[config.mk]
export PLATFORM = sky130hd
export DESIGN_NAME = chimera_clu_iso_ctrl_flat
export DESIGN_NICKNAME = d
export VERILOG_FILES = /design/src/rtl/chimera_clu_iso_ctrl_pkg.sv /design/src/rtl/chimera_clu_iso_ctrl_if.sv /design/src/rtl/chimera_clu_iso_fsm.sv /design/src/rtl/chimera_clu_iso_ctrl.sv /design/src/flat_wrapper.sv
export SDC_FILE = /design/constraint.sdc
export NUM_CORES = 1
export LEC_CHECK = 0
export CELL_PAD_IN_SITES_DETAIL_PLACEMENT = 1
export CELL_PAD_IN_SITES_GLOBAL_PLACEMENT = 1
export CORE_MARGIN = 4
export CORE_UTILIZATION = 36
export CTS_BUF_LIST = sky130_fd_sc_hd__clkbuf_8 sky130_fd_sc_hd__clkbuf_16
export DETAILED_ROUTE_END_ITERATION = 10
export PLACE_DENSITY_LB_ADDON = 0.1
export SYNTH_ARGS = -nofsm -noshare
export SYNTH_HDL_FRONTEND = slang
export SYNTH_HIERARCHICAL = 1
export SYNTH_SLANG_ARGS = --single-unit
[constraint.sdc]
create_clock -name soc_clk_i -period 1.71 [get_ports soc_clk_i]
set_clock_uncertainty 0.2 [all_clocks]
set_input_delay 0.342 -clock soc_clk_i [delete_from_list [all_inputs] [get_ports soc_clk_i]]
set_output_delay 0.342 -clock soc_clk_i [all_outputs]
set_load 0.01 [all_outputs]
[src/rtl/chimera_clu_iso_ctrl_pkg.sv]
// Shared types and constants for the per-cluster isolation sequencer.
// Imported by the FSM, the top and the interface users.
package chimera_clu_iso_ctrl_pkg;

  typedef enum logic [2:0] {
    ACTIVE   = 3'd0,
    DRAIN    = 3'd1,
    TIMEOUT  = 3'd2,
    ISOLATED = 3'd3,
    WAKE     = 3'd4,
    RELEASE  = 3'd5
  } iso_state_e;

  localparam int unsigned STATE_W = 3;

  localparam logic [STATE_W-1:0] ST_ACTIVE   = 3'd0;
  localparam logic [STATE_W-1:0] ST_DRAIN    = 3'd1;
  localparam logic [STATE_W-1:0] ST_TIMEOUT  = 3'd2;
  localparam logic [STATE_W-1:0] ST_ISOLATED = 3'd3;
  localparam logic [STATE_W-1:0] ST_WAKE     = 3'd4;
  localparam logic [STATE_W-1:0] ST_RELEASE  = 3'd5;

  // One counter serves both the drain timeout and the wake settle time.
  function automatic int unsigned cnt_width(input int unsigned a, input int unsigned b);
    return $clog2((a > b) ? a : b) + 1;
  endfunction

endpackage

[src/rtl/chimera_clu_iso_ctrl_if.sv]
// Signal bundle between the cluster-domain controller and its environment.
// state_dbg_o carries each cluster's FSM state, STATE_W bits per cluster.
interface chimera_clu_iso_ctrl_if #(
  parameter int unsigned NumClusters = 5,
  parameter int unsigned NumPorts    = 4
);
  import chimera_clu_iso_ctrl_pkg::*;

  logic [NumClusters-1:0]          iso_req_i;
  logic [NumClusters*NumPorts-1:0] port_isolated_i;
  logic [NumClusters-1:0]          timeout_clr_i;
  logic [NumClusters*NumPorts-1:0] port_isolate_o;
  logic [NumClusters-1:0]          clk_en_o;
  logic [NumClusters-1:0]          clu_rst_no;
  logic [NumClusters-1:0]          isolated_o;
  logic [NumClusters-1:0]          busy_o;
  logic [NumClusters-1:0]          timeout_o;
  logic [NumClusters*STATE_W-1:0]  state_dbg_o;

  modport master (
    output iso_req_i, port_isolated_i, timeout_clr_i,
    input  port_isolate_o, clk_en_o, clu_rst_no, isolated_o, busy_o, timeout_o, state_dbg_o
  );

  modport slave (
    input  iso_req_i, port_isolated_i, timeout_clr_i,
    output port_isolate_o, clk_en_o, clu_rst_no, isolated_o, busy_o, timeout_o, state_dbg_o
  );

endinterface

[src/rtl/chimera_clu_iso_fsm.sv]
// Isolation sequencer for a single cluster: drain the AXI ports, gate the clock,
// hold reset; wake runs the reverse with a settle period. Outputs are Moore.
module chimera_clu_iso_fsm
  import chimera_clu_iso_ctrl_pkg::*;
#(
  parameter int unsigned NumPorts       = 4,
  parameter int unsigned TimeoutCycles  = 1024,
  parameter int unsigned SettleCycles   = 16,
  parameter bit          ForceOnTimeout = 1'b0
) (
  input  logic                clk,
  input  logic                rst_n,
  input  logic                iso_req,
  input  logic [NumPorts-1:0] port_isolated,
  input  logic                timeout_clr,
  output logic [NumPorts-1:0] port_isolate,
  output logic                clk_en,
  output logic                clu_rst_n,
  output logic                isolated,
  output logic                busy,
  output logic                timeout,
  output logic [STATE_W-1:0]  state_dbg
);

  localparam int unsigned     CntW        = cnt_width(TimeoutCycles, SettleCycles);
  localparam logic [CntW-1:0] TimeoutLast = CntW'(TimeoutCycles - 1);
  localparam logic [CntW-1:0] SettleLast  = CntW'(SettleCycles - 1);

  logic [STATE_W-1:0] state_q, state_d;
  logic [CntW-1:0]    cnt_q, cnt_d;
  logic               timeout_q;
  logic               timeout_set;
  logic               all_isolated;

  assign all_isolated = &port_isolated;

  always_comb begin
    state_d     = ST_ACTIVE;
    cnt_d       = cnt_q;
    timeout_set = 1'b0;
    case (state_q)
      ST_ACTIVE: begin
        if (iso_req) begin
          state_d = ST_DRAIN;
          cnt_d   = '0;
        end else begin
          state_d = ST_ACTIVE;
        end
      end
      // Drained ports win over an abort or a timeout in the same cycle.
      ST_DRAIN: begin
        if (all_isolated) begin
          state_d = ST_ISOLATED;
        end else if (!iso_req) begin
          state_d = ST_ACTIVE;
        end else if (cnt_q == TimeoutLast) begin
          timeout_set = 1'b1;
          state_d     = ForceOnTimeout ? ST_ISOLATED : ST_TIMEOUT;
        end else begin
          state_d = ST_DRAIN;
          cnt_d   = cnt_q + CntW'(1);
        end
      end
      ST_TIMEOUT: begin
        if (all_isolated) begin
          state_d = ST_ISOLATED;
        end else if (!iso_req) begin
          state_d = ST_ACTIVE;
        end else begin
          state_d = ST_TIMEOUT;
        end
      end
      ST_ISOLATED: begin
        if (!iso_req) begin
          state_d = ST_WAKE;
          cnt_d   = '0;
        end else begin
          state_d = ST_ISOLATED;
        end
      end
      // Wake cannot be aborted: the cluster must come fully out of reset first.
      ST_WAKE: begin
        if (cnt_q == SettleLast) begin
          state_d = ST_RELEASE;
        end else begin
          state_d = ST_WAKE;
          cnt_d   = cnt_q + CntW'(1);
        end
      end
      ST_RELEASE: state_d = ST_ACTIVE;
      default:    state_d = ST_ACTIVE;
    endcase
  end

  always_ff @(posedge clk) begin
    if (!rst_n) begin
      state_q   <= ST_ACTIVE;
      cnt_q     <= '0;
      timeout_q <= 1'b0;
    end else begin
      state_q <= state_d;
      cnt_q   <= cnt_d;
      if (timeout_set) begin
        timeout_q <= 1'b1;
      end else if (timeout_clr) begin
        timeout_q <= 1'b0;
      end
    end
  end

  always_comb begin
    port_isolate = '0;
    clk_en       = 1'b1;
    clu_rst_n    = 1'b1;
    isolated     = 1'b0;
    busy         = 1'b0;
    case (state_q)
      ST_DRAIN, ST_TIMEOUT: begin
        port_isolate = '1;
        busy         = 1'b1;
      end
      ST_ISOLATED: begin
        port_isolate = '1;
        clk_en       = 1'b0;
        clu_rst_n    = 1'b0;
        isolated     = 1'b1;
      end
      ST_WAKE: begin
        port_isolate = '1;
        clu_rst_n    = 1'b0;
        busy         = 1'b1;
      end
      // Reset is already released here; ports open one cycle later.
      ST_RELEASE: begin
        port_isolate = '1;
        busy         = 1'b1;
      end
      default: ;
    endcase
  end

  assign timeout   = timeout_q;
  assign state_dbg = state_q;

endmodule

[src/rtl/chimera_clu_iso_ctrl.sv]
// Cluster-domain isolation controller: one independent sequencer per cluster,
// the top only slices the shared vectors.
module chimera_clu_iso_ctrl
  import chimera_clu_iso_ctrl_pkg::*;
#(
  parameter int unsigned NumClusters    = 5,
  parameter int unsigned NumPorts       = 4,
  parameter int unsigned TimeoutCycles  = 1024,
  parameter int unsigned SettleCycles   = 16,
  parameter bit          ForceOnTimeout = 1'b0
) (
  input logic                   soc_clk_i,
  input logic                   rst_ni,
  chimera_clu_iso_ctrl_if.slave bus
);

  for (genvar c = 0; c < NumClusters; c++) begin : g_clu
    chimera_clu_iso_fsm #(
      .NumPorts       (NumPorts),
      .TimeoutCycles  (TimeoutCycles),
      .SettleCycles   (SettleCycles),
      .ForceOnTimeout (ForceOnTimeout)
    ) u_fsm (
      .clk           (soc_clk_i),
      .rst_n         (rst_ni),
      .iso_req       (bus.iso_req_i[c]),
      .port_isolated (bus.port_isolated_i[c*NumPorts +: NumPorts]),
      .timeout_clr   (bus.timeout_clr_i[c]),
      .port_isolate  (bus.port_isolate_o[c*NumPorts +: NumPorts]),
      .clk_en        (bus.clk_en_o[c]),
      .clu_rst_n     (bus.clu_rst_no[c]),
      .isolated      (bus.isolated_o[c]),
      .busy          (bus.busy_o[c]),
      .timeout       (bus.timeout_o[c]),
      .state_dbg     (bus.state_dbg_o[c*STATE_W +: STATE_W])
    );
  end

endmodule

[src/flat_wrapper.sv]
// flat-port wrapper written by rule: the top's interface ports become plain ports
module chimera_clu_iso_ctrl_flat import chimera_clu_iso_ctrl_pkg::*;
#(
  parameter int unsigned NumClusters    = 5,
  parameter int unsigned NumPorts       = 4,
  parameter int unsigned TimeoutCycles  = 1024,
  parameter int unsigned SettleCycles   = 16,
  parameter bit          ForceOnTimeout = 1'b0
)
  (soc_clk_i, rst_ni, bus_iso_req_i, bus_port_isolated_i, bus_timeout_clr_i, bus_port_isolate_o, bus_clk_en_o, bus_clu_rst_no, bus_isolated_o, bus_busy_o, bus_timeout_o, bus_state_dbg_o);
  chimera_clu_iso_ctrl_if #(.NumClusters(NumClusters), .NumPorts(NumPorts)) bus_i ();
  input logic soc_clk_i;
  input logic rst_ni;
  input wire logic [$bits(bus_i.iso_req_i)-1:0] bus_iso_req_i;
  input wire logic [$bits(bus_i.port_isolated_i)-1:0] bus_port_isolated_i;
  input wire logic [$bits(bus_i.timeout_clr_i)-1:0] bus_timeout_clr_i;
  output wire logic [$bits(bus_i.port_isolate_o)-1:0] bus_port_isolate_o;
  output wire logic [$bits(bus_i.clk_en_o)-1:0] bus_clk_en_o;
  output wire logic [$bits(bus_i.clu_rst_no)-1:0] bus_clu_rst_no;
  output wire logic [$bits(bus_i.isolated_o)-1:0] bus_isolated_o;
  output wire logic [$bits(bus_i.busy_o)-1:0] bus_busy_o;
  output wire logic [$bits(bus_i.timeout_o)-1:0] bus_timeout_o;
  output wire logic [$bits(bus_i.state_dbg_o)-1:0] bus_state_dbg_o;
  assign bus_i.iso_req_i = bus_iso_req_i;
  assign bus_i.port_isolated_i = bus_port_isolated_i;
  assign bus_i.timeout_clr_i = bus_timeout_clr_i;
  assign bus_port_isolate_o = bus_i.port_isolate_o;
  assign bus_clk_en_o = bus_i.clk_en_o;
  assign bus_clu_rst_no = bus_i.clu_rst_no;
  assign bus_isolated_o = bus_i.isolated_o;
  assign bus_busy_o = bus_i.busy_o;
  assign bus_timeout_o = bus_i.timeout_o;
  assign bus_state_dbg_o = bus_i.state_dbg_o;
  chimera_clu_iso_ctrl #(.NumClusters(NumClusters), .NumPorts(NumPorts), .TimeoutCycles(TimeoutCycles), .SettleCycles(SettleCycles), .ForceOnTimeout(ForceOnTimeout)) u_core (.soc_clk_i(soc_clk_i), .rst_ni(rst_ni), .bus(bus_i));
endmodule
Word-level counts from Yosys, hierarchy flattened
Index checks and enable logic that the tools add are counted.
- register bits: 75
- bits of input ports: 32
- output and inout port bits: 60
- logic and storage cells: 260
- add/sub/neg operators: 5
- equal/unequal tests: 65
- mux-type cells: 135
- reduce and logical (&&, ||, !) cells: 40
- operators by type and width (kind ; count):
    $mux 11 ; 30
    $pmux 11 s4 ; 5
    $pmux 3 s5 ; 5
    $mux 1 ; 60
    $ne 2x2->1 const B ; 30
    $add 11x1->11 const B ; 5
    $eq 11x10->1 const B ; 5
    $eq 11x4->1 const B ; 5
    $mux 2 ; 25
    $reduce_and 7->1 ; 5
    $eq 3x2->1 const B ; 10
    $eq 3x3->1 const B ; 10
    $reduce_or 5->1 ; 5
    $mux 4 ; 5
    $reduce_and 4->1 ; 5
    $reduce_bool 4->1 ; 5
    $reduce_or 4->1 ; 5
    $eq 3x1->1 const B ; 5
    $logic_not 3->1 ; 5
    $mux 3 ; 5
    $reduce_bool 2->1 ; 5
    $reduce_or 2->1 ; 5

Depth between registers and ports, before layout
- depth in word-level cells: 6
- depth in mapped cells: 8
- mapped depth without buffers: 7

Hierarchy
Netlist, hierarchy kept.
- by module, submodules not included (module ; times used ; cells each ; area an instance (sq um) ; seq. area each (sq um)):
    chimera_clu_iso_fsm ; 5 ; 126 ; 1051.0 ; 300.3

Least setup slack after synthesis
OpenSTA, ideal clock, no wires.
- kind: register -> register
- from: register u_core.g_clu[0].u_fsm.state_q[1]
- to: register u_core.g_clu[0].u_fsm.cnt_q[7]
- library setup time: 0.119 ns
- arrival time: 1.565 ns
- required time: 1.391 ns
- setup slack: -0.174 ns
- stages on the path, launching flop included: 9
- path buffers: 1
- clock period less this slack: 1.884 ns
- path through: dfxtp_1 buf_4 inv_1 nor2_2 inv_1 nor2_2 o21a_1 nand2_2 o221a_2
- cells in the longest elaborated chain, start to end: 3
- elaborated cells on any way between the ends: 13
- those cells by class: eq/ne: 9; mux: 1; reduce/logical: 3
- ends and longest elaborated chain (item ; RTL line ; RTL):
    start: declaration ; chimera_clu_iso_fsm.sv:29 ; logic [STATE_W-1:0] state_q, state_d;
    start signal: assignment ; chimera_clu_iso_fsm.sv:101 ; state_q <= state_d;
    $eq 3x3->1 (tied with other cells) ; chimera_clu_iso_fsm.sv:41 ; case (state_q)
    $reduce_bool 4->1 (no line) / $ne 2x2->1 (equally long branches) ; n/a ;
    $reduce_and 7->1 (no line) ; n/a ;
    end signal: assignment ; chimera_clu_iso_fsm.sv:102 ; cnt_q <= cnt_d;
    end: declaration ; chimera_clu_iso_fsm.sv:30 ; logic [CntW-1:0] cnt_q, cnt_d;
Parallel ways exist; a longest one is shown, timed or not.
A chain may end at the register's enable or synchronous reset.

Worst setup path after layout
- from: register u_core.g_clu[1].u_fsm.cnt_q[1]
- to: register u_core.g_clu[1].u_fsm.cnt_q[9]
- cells in the longest elaborated chain, start to end: 5
- elaborated cells on any way between the ends: 11
- those cells by class: add/sub: 1; eq/ne: 4; mux: 5; reduce/logical: 1
- ends and longest elaborated chain (item ; RTL line ; RTL):
    start: declaration ; chimera_clu_iso_fsm.sv:30 ;
    start signal: assignment ; chimera_clu_iso_fsm.sv:102 ;
    $add 11x1->11 ; chimera_clu_iso_fsm.sv:61, chimera_clu_iso_fsm.sv:87 ;
    $mux 11 ; chimera_clu_iso_fsm.sv:56 ; end else if (cnt_q == TimeoutLast) begin
    $mux 11 ; chimera_clu_iso_fsm.sv:54 ; end else if (!iso_req) begin
    $mux 11 ; chimera_clu_iso_fsm.sv:52 ; if (all_isolated) begin
    $pmux 11 s4 ; chimera_clu_iso_fsm.sv:41 ;
Parallel ways exist; a longest one is shown, timed or not. The select of a mux whose other input is x is not followed.

==> flow_metrics.env <==
export IMPL_die_w_um=129
export IMPL_power_density_nw_per_um2=476
export IMPL_violations="negative setup slack"
export IMPL_vias=6859
export IMPL_ys_seq_area_frac=0.286
export IMPL_drive_gt1_frac=0.639
export IMPL_cts_sinks=75
export IMPL_antenna_left=0
export IMPL_max_slew_worst_pin_slew_ns=0.465
export IMPL_layout_nets=979
export IMPL_drv_slew=0
export IMPL_multi_input_area_um2=4670
export IMPL_reg2regPathDepth=8
export IMPL_setup_ws_ns=-0.324
export IMPL_synth_edff_count=0
export IMPL_syn_area_um2=5260
export IMPL_place_ws_ns=-0.567
export IMPL_cts_htree_levels=3
export IMPL_grt_pass1_wl_um=34800
export IMPL_overflow=0
export IMPL_final_util=0.702
export IMPL_clock_fmax_ghz=0.492
export IMPL_place_congestion=0.846
export IMPL_cts_buffer_depth=2
export IMPL_cp_arrival_ns=2.08
export IMPL_ys_warn_count=6
export IMPL_holdPathEnd="u_core/g_clu[2].u_fsm/timeout"
export IMPL_register_area_um2=1630
export IMPL_track_usage=0.259
export IMPL_holdCritStartpoint="u_core/g_clu[2].u_fsm/timeout"
export IMPL_rsz0062_at_grt="true"
export IMPL_cp_max_fo=5
export IMPL_path_clk_slew_ns=0.06
export IMPL_period_minus_slack_ns=2.03
export IMPL_r2r_slack_ns=-0.32
export IMPL_synthFlopType="dfxtp_1"
export IMPL_synth_seq_cells=75
export IMPL_hold_viol_final=0
export IMPL_die_y_um=129
export IMPL_cts_made_buffers=9
export IMPL_pin_count=92
export IMPL_fillers=1494
export IMPL_critPathKind="flip-flop to flip-flop"
export IMPL_status="complete, but fails checks"
export IMPL_first_global_vias=6671
export IMPL_critPathCaptureType="flip-flop"
export IMPL_start_kind="flip-flop"
export IMPL_syn_inst=630
export IMPL_async_flop_share=0
export IMPL_wl_per_cell_um=26.2
export IMPL_grt_antenna_before_repair=0
export IMPL_worstHoldPathCells=2
export IMPL_r2r_end="u_core/g_clu[1].u_fsm/cnt_q[9]"
export IMPL_hold_buffers=0
export IMPL_syn_num_nets=667
export IMPL_p_leak_nw=3.91
export IMPL_via_per_inst=6.09
export IMPL_n_antenna_cell=0
export IMPL_hpwl_um=13400
export IMPL_avgSynthCellArea_um2=8.34
export IMPL_setup_violations=109
export IMPL_min_period_over_period=1.19
export IMPL_num_rows=43
export IMPL_insertion_delay_ns=0.36
export IMPL_syn2layout_area_growth_pct=88.2
export IMPL_port_buffers=91
export IMPL_relSlewSlack=0.687
export IMPL_dr_first_iter_drc_count=494
export IMPL_rr_startpoint="u_core/g_clu[1].u_fsm/cnt_q[1]"
export IMPL_cts_tree="built"
export IMPL_drcViolationCount=0
export IMPL_drt_pre_antenna_iters=5
export IMPL_die_area_um2=16600
export IMPL_core_area_um2=14100
export IMPL_start_util=0.373
export IMPL_clockRootBuffer="clkbuf_16"
export IMPL_yosysUniqueCellTypes=41
export IMPL_maxCapViolations=0
export IMPL_irDropWorstVdd_v=0.000683
export IMPL_drt_total_wl_um=29600
export IMPL_grt_max_degree=13
export IMPL_required_ns=1.76
export IMPL_worst_hold_path_type="flip-flop to flip-flop"
==> stage by stage <==
stage	total power [mW]	hold slack [ns]	area, um^2	setup TNS (ns)	instances
global placement	2.49	0.252	7560	-26.77	1028
global route	4.83	0.324	9890	-21.78	1127
CTS	4.53	0.266	8810	-7.64	1084
floorplan	2.17	0.278	5490	0	630
detailed placement	2.51	0.262	7560	-32.06	1028
finish	4.71	0.291	9890	-16.79	1127
==> registers in the layout, summed over array words and instances, names as in the netlist <==
signal,cells
u_core/g_clu.u_fsm/cnt_q,55
u_core/g_clu.u_fsm/state_dbg,15
u_core/g_clu.u_fsm/timeout,5
==> cell type report <==
cell class              instances  area share
multi-input cells             505       0.472
clock inverters                 3     0.00202
inverters                      15     0.00569
well taps                     180      0.0228
clock buffers                  13      0.0283
repair buffers                336       0.305
flip-flops and latches         75       0.165
==> cells in the mapped netlist, types with 15 or more instances <==
| cell type | instances | area share |
|---|---|---|
| dfxtp_1 | 75 | 0.29 |
| o221a_2 | 20 | 0.043 |
| nand2b_1 | 20 | 0.024 |
| nand2_1 | 65 | 0.046 |
| nor2_1 | 75 | 0.054 |
| buf_4 | 20 | 0.029 |
| nor3_1 | 15 | 0.014 |
| nand3_1 | 20 | 0.019 |
| nor2_2 | 15 | 0.018 |
| or2b_1 | 15 | 0.021 |
| nand4_1 | 25 | 0.030 |
| a311oi_1 | 20 | 0.033 |
| a21oi_1 | 40 | 0.038 |
| o21ai_0 | 20 | 0.019 |
==> routing by layer <==
metal,part of all wire,wire length [um],global-route usage,vias to the layer above
li1,-,-,-,2994
met1,0.37,11000,0.294,3453
met2,0.54,16000,0.488,305
met3,0.050,1470,0.0440,107
met4,0.039,1150,0.0834,0
met5,0,0,0,-
==> cell families after synthesis <==
group,synth area share
buffers and inverters,0.0643
AO/OA/AOI/OAI,0.283
adder cells (fa/ha/maj),0.0119
AND/OR/NAND/NOR,0.355
flip-flops,0.286
==> critical path, stage by stage, from the launching register on <==
cell     delay, ns
dfxtp_2       0.35
buf_4         0.12
buf_4         0.10
buf_4         0.10
and3_1        0.30
nand4_1       0.25
nand2_1       0.15
nand2_1       0.09
o221a_2       0.26
==> repair_timing <==
item,4_1_cts,5_1_grt
endpoints found under the hold margin,0,0
buffers inserted,46,47
setup endpoints to repair,125,113
gates resized for setup,407,173
pin swaps,85,76
==> worst max path at each step <==
stage | startpoint | endpoint | slack (ns) | depth (start not counted)
3_5_place_dp | bus_iso_req_i[1] | u_core/g_clu[1].u_fsm/cnt_q[6] | -0.57 | 6
3_3_place_gp | bus_iso_req_i[3] | u_core/g_clu[3].u_fsm/cnt_q[6] | -0.46 | 6
4_1_cts | u_core/g_clu[2].u_fsm/state_dbg[0] | bus_port_isolate_o[8] | -0.19 | 5
5_1_grt | u_core/g_clu[1].u_fsm/cnt_q[1] | u_core/g_clu[1].u_fsm/cnt_q[9] | -0.36 | 8
6_report | u_core/g_clu[1].u_fsm/cnt_q[1] | u_core/g_clu[1].u_fsm/cnt_q[9] | -0.32 | 8
2_1_floorplan | u_core/g_clu[0].u_fsm/state_dbg[0] | u_core/g_clu[0].u_fsm/cnt_q[2] | 0.004 | 5
==> report_power, final <==
group	total, mW	internal [mW]	switching [mW]
sequential	1.75	1.73	0.0273
combinational	0.987	0.472	0.515
clock	1.97	1.14	0.827
==> cell usage in the layout, fill, tap and decap left out, types with 8 or more instances in the layout <==
cell type and n:
dfxtp_2 26, nor3_4 8, a21oi_4 15, nor2_1 59, buf_6 93, o31a_1 10, clkbuf_16 9, nand2_2 8
a311oi_1 9, clkdlybuf4s50_1 22, nor2b_1 10, buf_4 175, and4_1 9, dfxtp_4 25, a311oi_2 11, inv_2 10
dfxtp_1 24, nor2_4 26, nand4_1 25, or2b_1 14, o221a_2 20, nand3_1 14, nand2b_1 10, a21oi_1 11
a21oi_2 24, nand2b_4 15, dlygate4sd2_1 14, o21ai_4 9, buf_2 16, o21ai_2 15, nand2_1 62
No activity file was read; power rests on OpenSTA's default activity.
